==> src/rtl/icache.sv <==
// rtl/icache.sv - direct-mapped read-only L1 instruction cache with block refill
module icache #(
    parameter int WORD_SIZE   = 32,
    parameter int BLOCK_SIZE  = 8,
    parameter int MEM_SIZE    = 32,
    parameter int CACHE_LINES = 4
) (
    input  logic                            clock,
    input  logic                            reset,
    input  logic                            cpu_ren,
    input  logic [$clog2(MEM_SIZE)+$clog2(BLOCK_SIZE)-1:0] cpu_addr,
    input  logic                            invalidate,
    output logic                            cpu_ready,
    output logic [WORD_SIZE-1:0]            cpu_dout,
    output logic                            mem_ren,
    output logic [$clog2(MEM_SIZE)-1:0]     mem_block_address,
    input  logic                            mem_ready,
    input  logic [WORD_SIZE*BLOCK_SIZE-1:0] mem_din
);

    localparam int OFF_W = $clog2(BLOCK_SIZE);
    localparam int IDX_W = $clog2(CACHE_LINES);
    localparam int BA_W  = $clog2(MEM_SIZE);
    localparam int AW    = BA_W + OFF_W;
    localparam int TAG_W = BA_W - IDX_W;

    typedef enum logic {
        IDLE = 1'b0,
        FILL = 1'b1
    } state_t;

    state_t                 state;
    logic [CACHE_LINES-1:0] valid;
    logic [TAG_W-1:0]       tags [CACHE_LINES];
    logic [WORD_SIZE-1:0]   lines [CACHE_LINES][BLOCK_SIZE];

    logic [OFF_W-1:0]       addr_off;
    logic [IDX_W-1:0]       addr_idx;
    logic [TAG_W-1:0]       addr_tag;
    logic [BA_W-1:0]        addr_block;
    logic [IDX_W-1:0]       fill_idx;
    logic [TAG_W-1:0]       fill_tag;
    logic                   hit;
    logic                   miss;
    logic                   fill_done;

    assign addr_off   = cpu_addr[OFF_W-1:0];
    assign addr_idx   = cpu_addr[OFF_W +: IDX_W];
    assign addr_tag   = cpu_addr[AW-1 -: TAG_W];
    assign addr_block = cpu_addr[AW-1:OFF_W];

    // The line being filled is addressed by the latched block address, so the
    // fill is immune to cpu_addr changing or cpu_ren dropping mid-fill.
    assign fill_idx  = mem_block_address[IDX_W-1:0];
    assign fill_tag  = mem_block_address[BA_W-1 -: TAG_W];
    assign fill_done = (state == FILL) && mem_ready;

    // Hit/miss decode; invalidate masks both so the flush cycle serves nothing.
    always_comb begin
        hit  = 1'b0;
        miss = 1'b0;
        if (state == IDLE && cpu_ren && !invalidate) begin
            hit  = valid[addr_idx] && (tags[addr_idx] == addr_tag);
            miss = !hit;
        end
    end

    // Zero-latency read port: word is driven straight out of the line on a hit.
    always_comb begin
        cpu_ready = hit;
        cpu_dout  = '0;
        if (hit) begin
            cpu_dout = lines[addr_idx][addr_off];
        end
    end

    // Control FSM: only state, valid bits and the memory request are reset.
    always_ff @(posedge clock or posedge reset) begin
        if (reset) begin
            state             <= IDLE;
            valid             <= '0;
            mem_ren           <= 1'b0;
            mem_block_address <= '0;
        end else begin
            case (state)
                IDLE: begin
                    if (invalidate) begin
                        valid <= '0;
                    end else if (miss) begin
                        mem_block_address <= addr_block;
                        mem_ren           <= 1'b1;
                        state             <= FILL;
                    end
                end
                FILL: begin
                    if (mem_ready) begin
                        valid[fill_idx] <= 1'b1;
                        mem_ren         <= 1'b0;
                        state           <= IDLE;
                    end
                end
                default: state <= IDLE;
            endcase
        end
    end

    // Tag and data arrays carry no reset; stale contents are masked by valid.
    always_ff @(posedge clock) begin
        if (fill_done) begin
            tags[fill_idx] <= fill_tag;
            for (int k = 0; k < BLOCK_SIZE; k++) begin
                lines[fill_idx][k] <= mem_din[k*WORD_SIZE +: WORD_SIZE];
            end
        end
    end

endmodule
==> config.mk <==
export PLATFORM = sky130hd
export DESIGN_NAME = icache
export DESIGN_NICKNAME = d
export VERILOG_FILES = /design/src/rtl/icache.sv
export SDC_FILE = /design/constraint.sdc
export NUM_CORES = 1
export LEC_CHECK = 0
export CAP_MARGIN = 10
export CORE_UTILIZATION = 50
export DETAILED_ROUTE_END_ITERATION = 8
export PLACE_DENSITY_LB_ADDON = 0.05
export SLEW_MARGIN = 20
export SYNTH_ARGS = -nofsm -noshare
export SYNTH_HDL_FRONTEND = slang
export SYNTH_SLANG_ARGS = --single-unit
==> constraint.sdc <==
create_clock -name clock -period 52.7 [get_ports clock]
set_clock_uncertainty 0.05 [all_clocks]
set_input_delay 15.81 -clock clock [delete_from_list [all_inputs] [get_ports clock]]
set_output_delay 15.81 -clock clock [all_outputs]
set_load 0.005 [all_outputs]
==> reports/qor.json, run 1 <==
{
  "timing": {
    "post-route-min-period_ps": 35640,
    "timing.fmax_ghz": 0.02805,
    "unrepaired_setup_endpoints_after_global_routing": "false",
    "max_slew_vio_count": 0,
    "tightestPinTransition_ps": 1115,
    "timing.final.hold_violations": 0,
    "max-slew-margin-rel": 0.2563,
    "setup-tns-final_ps": 0,
    "layout_worst_path_cycle_share": 0.6764,
    "setup-violations-final": 0
  },
  "cts": {
    "cts-buffers-inserted": 107,
    "clock_network_latency_to_the_later_pin_of_the_worst_skew_pair_ps": 650,
    "clock_tree.buffer_depth": 3,
    "cts_post_setup_buffers_inserted": 0,
    "cts_sinks": 1047,
    "cts_root_buffer": "clkbuf_16",
    "tritoncts": "done",
    "cts_repair_resize_count": 0,
    "ctsHtreeMaxLevel": 3,
    "worst_setup_hold_path_clk_slew_ps": 60,
    "cts_hold_buf": 0
  },
  "cells_and_area": {
    "final.fill_count": 5556,
    "multi_input_comb_area_mm2": 0.008140,
    "nNetsFinal": 2291,
    "syn2layout_area_growth_pct": 19.53,
    "layout_cell_share_with_drive_strength_beyond_1": 0.2389,
    "layout.core_utilization": 0.6045,
    "final-seq-area_mm2": 0.03139
  },
  "route": {
    "drc": 0,
    "detail_route.iter0.violations": 1471,
    "detail_route.wl_per_cell_um": 29.56,
    "drt_first_pass_iters": 8,
    "wl_um": 93810,
    "route.vias.total": 19010,
    "ant_nets": 0,
    "avgViaCountPerCell": 5.988
  },
  "floorplanning": {
    "die-width_um": 284.7,
    "core.rowCount": 103,
    "ios": 308,
    "dieHeight_um": 284.7,
    "die_outline_area_mm2": 0.08104,
    "floorplan.initialDensity": 0.5057,
    "design.core.area_mm2": 0.07900
  },
  "yosys": {
    "post_synth_xor_area_fraction": 0.001221,
    "synth_common_cells": "1036 x edfxtp_1, 260 x mux4_2, 64 x o22ai_1",
    "synth-seq-area-share": 0.7855,
    "mappedNetlistNets": 1939,
    "largest_family_of_logic_cells_by_synthesized_area": "multiplexers",
    "synthDistinctLibCells": 29,
    "synth_warnings": 0,
    "cells_taking_the_most_area_after_synthesis": "edfxtp_1 78%, mux4_2 15%, o22ai_1 1.0%, nor4_2 0.91%, mux2i_1 0.80%",
    "combined_area_of_all_synthesized_cells_mm2": 0.03995,
    "postSynthCellCount": 1670,
    "ys_seq_elements": 1047,
    "synth_async_sr_flop_share": 0.01051,
    "yosys_most_used_dff": "edfxtp_1",
    "synth-compound-area-share": 0.03210,
    "synth.mux.area_fraction": 0.1560,
    "yosysTopAreaCell": "edfxtp_1",
    "yosys.area_share.simple": 0.01293,
    "post-synth-top-count-cell": "edfxtp_1",
    "synth-edff-count": 1036,
    "synthDominantCellAreaShare": 0.7787,
    "synth.avg_cell_area_um2": 23.92,
    "synth_adder_area_share": 0
  },
  "setup_path": {
    "r2r-start": "mem_block_address[0]",
    "worstPathArrival_ps": 19780,
    "cp-end-kind": "output pin",
    "timing.reg2reg.worst_path_depth": 4,
    "timing.critical_path.required_ps": 36840,
    "timing.rr.end": "lines[3][254]",
    "worst-setup-path-type": "primary input to output pin",
    "r2r_slack_ps": 49010,
    "kind_of_start_point_of_the_critical_path": "primary input",
    "path_max_fanout": 71
  },
  "placement": {
    "gpl.final_weighted_congestion": 0.7680,
    "post_detail_place_hpwl_um": 55480,
    "place.port_buffers": 307
  },
  "grt": {
    "wire_length_of_the_first_global_routing_pass_um": 137500,
    "grt-ovfl-total": 0,
    "grtUsageTotal": 0.2362,
    "grt_antenna_before_repair": 26,
    "largest_net_degree_at_the_start_of_global_routing": 150,
    "grt_pass1_vias": 20130
  },
  "power": {
    "p_leak_nw": 15.05,
    "p_int_mw": 1.440,
    "power.share.switching": 0.2110,
    "sequentialPowerShare": 0.525,
    "clock_power_share": 0.407,
    "switching_power_mw": 0.3849,
    "vdd.ir_drop.worst_uv": 30.50,
    "cellPowerDensity_mw_per_mm2": 38.21,
    "comb_power_share": 0.068
  },
  "hold_path": {
    "timing.hold.worst.start": "mem_ren",
    "hold_path_depth": 1,
    "worstHoldEndpoint": "mem_ren",
    "hold_path.class": "register to register"
  },
  "run": {
    "drv.max_cap_violation_count": 0
  },
  "run_status": {
    "status": "complete, no violations"
  }
}
-- through the flow --
stage	worst slack, ps	std cells	hold WS, ps	instance area [um^2]	total power, mW
finish	17060	3174	445.3	47760	1.825
global route	16640	3166	459.4	47740	1.882
CTS	16880	3158	453.5	47670	1.842
detailed placement	16890	2961	439.7	44210	1.102
global placement	16910	2961	419.5	44210	1.099
floorplan	18100	1670	410.8	39950	1.058
-- logic make-up after synthesis --
logic type / Yosys count
and+or+nand+nor: 57
DFF: 1047
buffers and inverters: 102
muxes: 297
AOI/OAI and AO/OA: 164
xor gates and xnor gates: 3
-- power groups by stage --
stage	registers, mW	clock network (mW)	logic [mW]
3_3_place_gp	0.975	0	0.125
6_report	0.959	0.742	0.124
5_1_grt	0.961	0.789	0.132
2_1_floorplan	0.991	0	0.0664
4_1_cts	0.959	0.756	0.127
3_5_place_dp	0.976	0	0.126
-- routing by layer --
| metal | track usage | part of all wire | routed length (um) |
|---|---|---|---|
| met1 | 0.3012 | 0.38 | 35410 |
| met2 | 0.3973 | 0.52 | 48420 |
| met3 | 0.06268 | 0.077 | 7265 |
| met4 | 0.07218 | 0.027 | 2510 |
| met5 | 0 | 0.0022 | 202 |
-- worst max-delay path, cell delays in order --
cell,delay (ps)
buf_8,610
buf_4,690
buf_4,770
mux4_2,360
mux2i_1,120
a211o_1,340
nor4_2,290
clkdlybuf4s50_1,700
-- state kept, by name, indices dropped and copies added (netlist names) --
name	count
mem_block_address	5
mem_ren	1
state	1
tags	12
lines	1024
valid	4
-- cell usage in the layout, fill, tap and decap left out, types with 5 or more instances in the layout --
| master | synthesis | layout |
|---|---|---|
| bufinv_16 | 0 | 10 |
| a221oi_1 | 32 | 32 |
| clkdlybuf4s50_1 | 0 | 304 |
| a211o_1 | 32 | 32 |
| nor4_2 | 29 | 29 |
| clkinvlp_4 | 0 | 8 |
| diode_2 | 0 | 14 |
| dfrtp_1 | 11 | 11 |
| clkbuf_1 | 57 | 19 |
| edfxtp_1 | 1036 | 1036 |
| o22ai_1 | 64 | 64 |
| buf_4 | 21 | 31 |
| o22a_1 | 32 | 32 |
| mux2i_1 | 32 | 32 |
| clkinv_1 | 0 | 23 |
| clkbuf_16 | 0 | 111 |
| clkinv_2 | 0 | 22 |
| mux2_2 | 5 | 5 |
| nor2_1 | 10 | 7 |
| mux4_2 | 260 | 260 |
-- layout make-up --
type | count | area share
antenna | 14 | 0.0007336
clock inverter | 67 | 0.01294
multi-input combinational | 521 | 0.1705
inverter | 3 | 0.0002358
sequential | 1047 | 0.6572
tap | 1050 | 0.02751
timing repair buffer | 342 | 0.07129
clock buffer | 130 | 0.05966
-- how the worst max path moves through the flow --
stage                            from      endpoint  cells past startpoint
after floorplan             mem_ready   lines[0][0]                      2
after global routing      cpu_addr[3]   cpu_dout[3]                      8
after global placement    cpu_addr[3]  cpu_dout[20]                      8
final                     cpu_addr[3]   cpu_dout[3]                      8
after detailed placement  cpu_addr[3]  cpu_dout[20]                      8
after CTS                 cpu_addr[3]  cpu_dout[20]                      8
Power figures use the tool's default switching activity.
==> run 2: changes to the inputs <==
- clock period: 52.7 -> 34.6 ns (I/O delays scaled with it)
==> run 2 against run 1 <==
Clock power up 54%. Global-route usage down 0.24 points. Sequential cell count unchanged. Power up 53%. Sequential power up 52%. Utilization about the same. Wire length down 0.63%. Cell count down 0.13%. Non-clock buffer count down 3. Clock-buffer cell count up 16. Largest power group unchanged.
==> reports/qor.json, run 2 (same netlist as run 1, synthesis figures left out) <==
{
  "run_status": {
    "status": "complete, no violations"
  },
  "cells_and_area": {
    "layout_cell_share_with_drive_strength_beyond_1": {"value": 0.2330, "change": "-0.005830"},
    "most_frequent_cells_in_the_layout": "1036 x edfxtp_1, 304 x clkdlybuf4s50_1, 260 x mux4_2, 111 x clkbuf_16, 64 x o22ai_1",
    "reg.largest.list": "lines x1024, tags x12, mem_block_address x5",
    "final.fill_count": {"value": 5477, "change": "-1.4%"},
    "number_of_flip_flops_in_the_largest_register": {"value": 1024, "change": "unchanged"},
    "final-seq-area": {"value": 0.03139, "unit": "mm^2", "change": "unchanged"},
    "nNetsFinal": {"value": 2287, "change": "-0.17%"},
    "syn2layout_area_growth": {"value": 19.46, "unit": "%", "change": "about the same"},
    "mostFrequentLayoutCell": "edfxtp_1",
    "final_instance_count_without_filler_cells": {"value": 3170, "change": "-0.13%"},
    "multi_input_comb_area": {"value": 0.008140, "unit": "mm^2", "change": "unchanged"},
    "layout.core_utilization": {"value": 0.6042, "change": "about the same"},
    "largest_register_by_flop_count": "lines"
  },
  "placement": {
    "placedCellCount": {"value": 2960, "change": "-0.034%"},
    "place.port_buffers": {"value": 307, "change": "unchanged"},
    "post_detail_place_hpwl": {"value": 55530, "unit": "um", "change": "about the same"},
    "gpl.final_weighted_congestion": {"value": 0.7467, "change": "-2.8%"}
  },
  "timing": {
    "post-route-min-period_ps": 25100,
    "tightestPinTransition": {"value": 1247, "unit": "ps", "change": "+131.3 ps"},
    "setup-violations-final": {"value": 0, "change": "unchanged"},
    "setup-tns-final": {"value": 0, "unit": "ps", "change": "unchanged"},
    "layout_worst_path_cycle_share": 0.7255,
    "max-slew-margin-rel": {"value": 0.1688, "change": "-0.08754"},
    "max_slew_vio_count": {"value": 0, "change": "unchanged"},
    "timing.final.hold_violations": {"value": 0, "change": "unchanged"},
    "unrepaired_setup_endpoints_after_global_routing": "false",
    "timing.fmax_ghz": 0.03984
  },
  "setup_path": {
    "worst-setup-path-type": "primary input to output pin",
    "timing.critical_path.required": {"value": 24170, "unit": "ps", "change": "-12670 ps"},
    "path_max_fanout": {"value": 56, "change": "-21%"},
    "kind_of_start_point_of_the_critical_path": "primary input",
    "cp-end-kind": "output pin",
    "worstPathArrival": {"value": 14670, "unit": "ps", "change": "-5110 ps"}
  },
  "cts": {
    "clock_tree.buffer_depth": {"value": 3, "change": "unchanged"},
    "worst_setup_hold_path_clk_slew": {"value": 60, "unit": "ps", "change": "about the same"},
    "cts_sinks": {"value": 1047, "change": "unchanged"},
    "cts_post_setup_buffers_inserted": {"value": 0, "change": "unchanged"},
    "ctsHtreeMaxLevel": {"value": 3, "change": "unchanged"},
    "cts_repair_resize_count": {"value": 0, "change": "unchanged"},
    "clock_network_latency_to_the_later_pin_of_the_worst_skew_pair": {"value": 640, "unit": "ps", "change": "about the same"},
    "tritoncts": "done",
    "cts-buffers-inserted": {"value": 106, "change": "-0.93%"},
    "cts_hold_buf": {"value": 0, "change": "unchanged"},
    "cts_root_buffer": "clkbuf_16"
  },
  "route": {
    "drt_first_pass_iters": {"value": 5, "change": "-3"},
    "detail_route.iter0.violations": {"value": 1374, "change": "-6.6%"},
    "detail_route.wl_per_cell": {"value": 29.41, "unit": "um", "change": "-0.50%"},
    "wl": {"value": 93220, "unit": "um", "change": "-0.63%"},
    "drc": {"value": 0, "change": "unchanged"},
    "route.vias.total": {"value": 18880, "change": "-0.64%"},
    "ant_nets": {"value": 0, "change": "unchanged"},
    "avgViaCountPerCell": {"value": 5.957, "change": "-0.52%"}
  },
  "grt": {
    "grt_pass1_vias": {"value": 19950, "change": "-0.90%"},
    "globalRouteMet2Util": {"value": 0.3930, "change": "-0.004319"},
    "wire_length_of_the_first_global_routing_pass": {"value": 136400, "unit": "um", "change": "-0.82%"},
    "grtUsageTotal": {"value": 0.2338, "change": "-0.002447"},
    "met1_capacity_usage_during_global_routing": {"value": 0.2937, "change": "-0.007537"},
    "grt-ovfl-total": {"value": 0, "change": "unchanged"},
    "grtUsageMet3": {"value": 0.06364, "change": "+0.0009631"},
    "largest_net_degree_at_the_start_of_global_routing": {"value": 150, "change": "unchanged"},
    "grt_antenna_before_repair": {"value": 28, "change": "+7.7%"},
    "grt.busiest_layer": "met2"
  },
  "run": {
    "drv.max_cap_violation_count": {"value": 0, "change": "unchanged"}
  },
  "floorplanning": {
    "dieHeight": {"value": 284.7, "unit": "um", "change": "unchanged"},
    "die-width": {"value": 284.7, "unit": "um", "change": "unchanged"},
    "design.core.area": {"value": 0.07900, "unit": "mm^2", "change": "unchanged"},
    "die_outline_area": {"value": 0.08104, "unit": "mm^2", "change": "unchanged"},
    "floorplan.initialDensity": {"value": 0.5057, "change": "unchanged"},
    "core.rowCount": {"value": 103, "change": "unchanged"},
    "ios": {"value": 308, "change": "unchanged"}
  },
  "power": {
    "p_leak": {"value": 15.05, "unit": "nW", "change": "about the same"},
    "cellPowerDensity": {"value": 58.37, "unit": "mW/mm^2", "change": "+53%"},
    "vdd.ir_drop.worst": {"value": 39.32, "unit": "uV", "change": "+29%"}
  },
  "hold_path": {
    "hold_path.class": "register to register"
  }
}
-- run 2: worst paths after layout --
check                                           from                    to  slack, ps  cells after the start
worst max-delay path                     cpu_addr[3]           cpu_dout[9]       9500                      8
worst min-delay path                         mem_ren               mem_ren        430                      1
worst max register to register  mem_block_address[0]         lines[3][171]      31500                      4
worst min register to register               mem_ren               mem_ren        430                      1
max in group asynchronous                      reset  mem_block_address[2]      24160                      2
min in group asynchronous                      reset               mem_ren      10000                      2
-- run 2: critical path, cell delays in order --
cell and delay (ps):
buf_8 490, buf_4 820, mux4_2 630, xnor2_2 240, nand4_4 380, buf_4 450, nor4_2 520, clkdlybuf4s50_1 590
-- run 2: report_power, final --
part	total (mW)	internal (mW)	switching, mW
logic	0.190	0.0848	0.105
registers	1.46	1.45	0.0113
clock network	1.14	0.679	0.457
total	2.79	2.21	0.573
-- run 2: layer usage --
layer	vias up	part of all wire
met3	164	0.078
met5	-	0.0023
met2	616	0.51
li1	8058	-
met1	10010	0.38
met4	34	0.027
-- run 2: area by class of cell --
type / count / share of cell area
Sequential cell: 1047 / 0.6576
Multi-Input combinational cell: 521 / 0.1706
Timing Repair Buffer: 339 / 0.07044
Clock buffer: 146 / 0.06242
Tap cell: 1050 / 0.02753
Clock inverter: 51 / 0.01056
Antenna cell: 13 / 0.0006816
Inverter: 3 / 0.0002359
-- run 2: per-stage QoR --
| step | total power, mW | worst slack, ps | instance area [um^2] | hold slack [ps] |
|---|---|---|---|---|
| after floorplan | 1.611 | 5434 | 39950 | 410.8 |
| after global placement | 1.676 | 9379 | 44210 | 420.2 |
| after detailed placement | 1.680 | 9340 | 44210 | 419.7 |
| after CTS | 2.816 | 9339 | 47700 | 434.0 |
| after global routing | 2.871 | 9119 | 47710 | 453.2 |
| final | 2.786 | 9499 | 47730 | 434.5 |
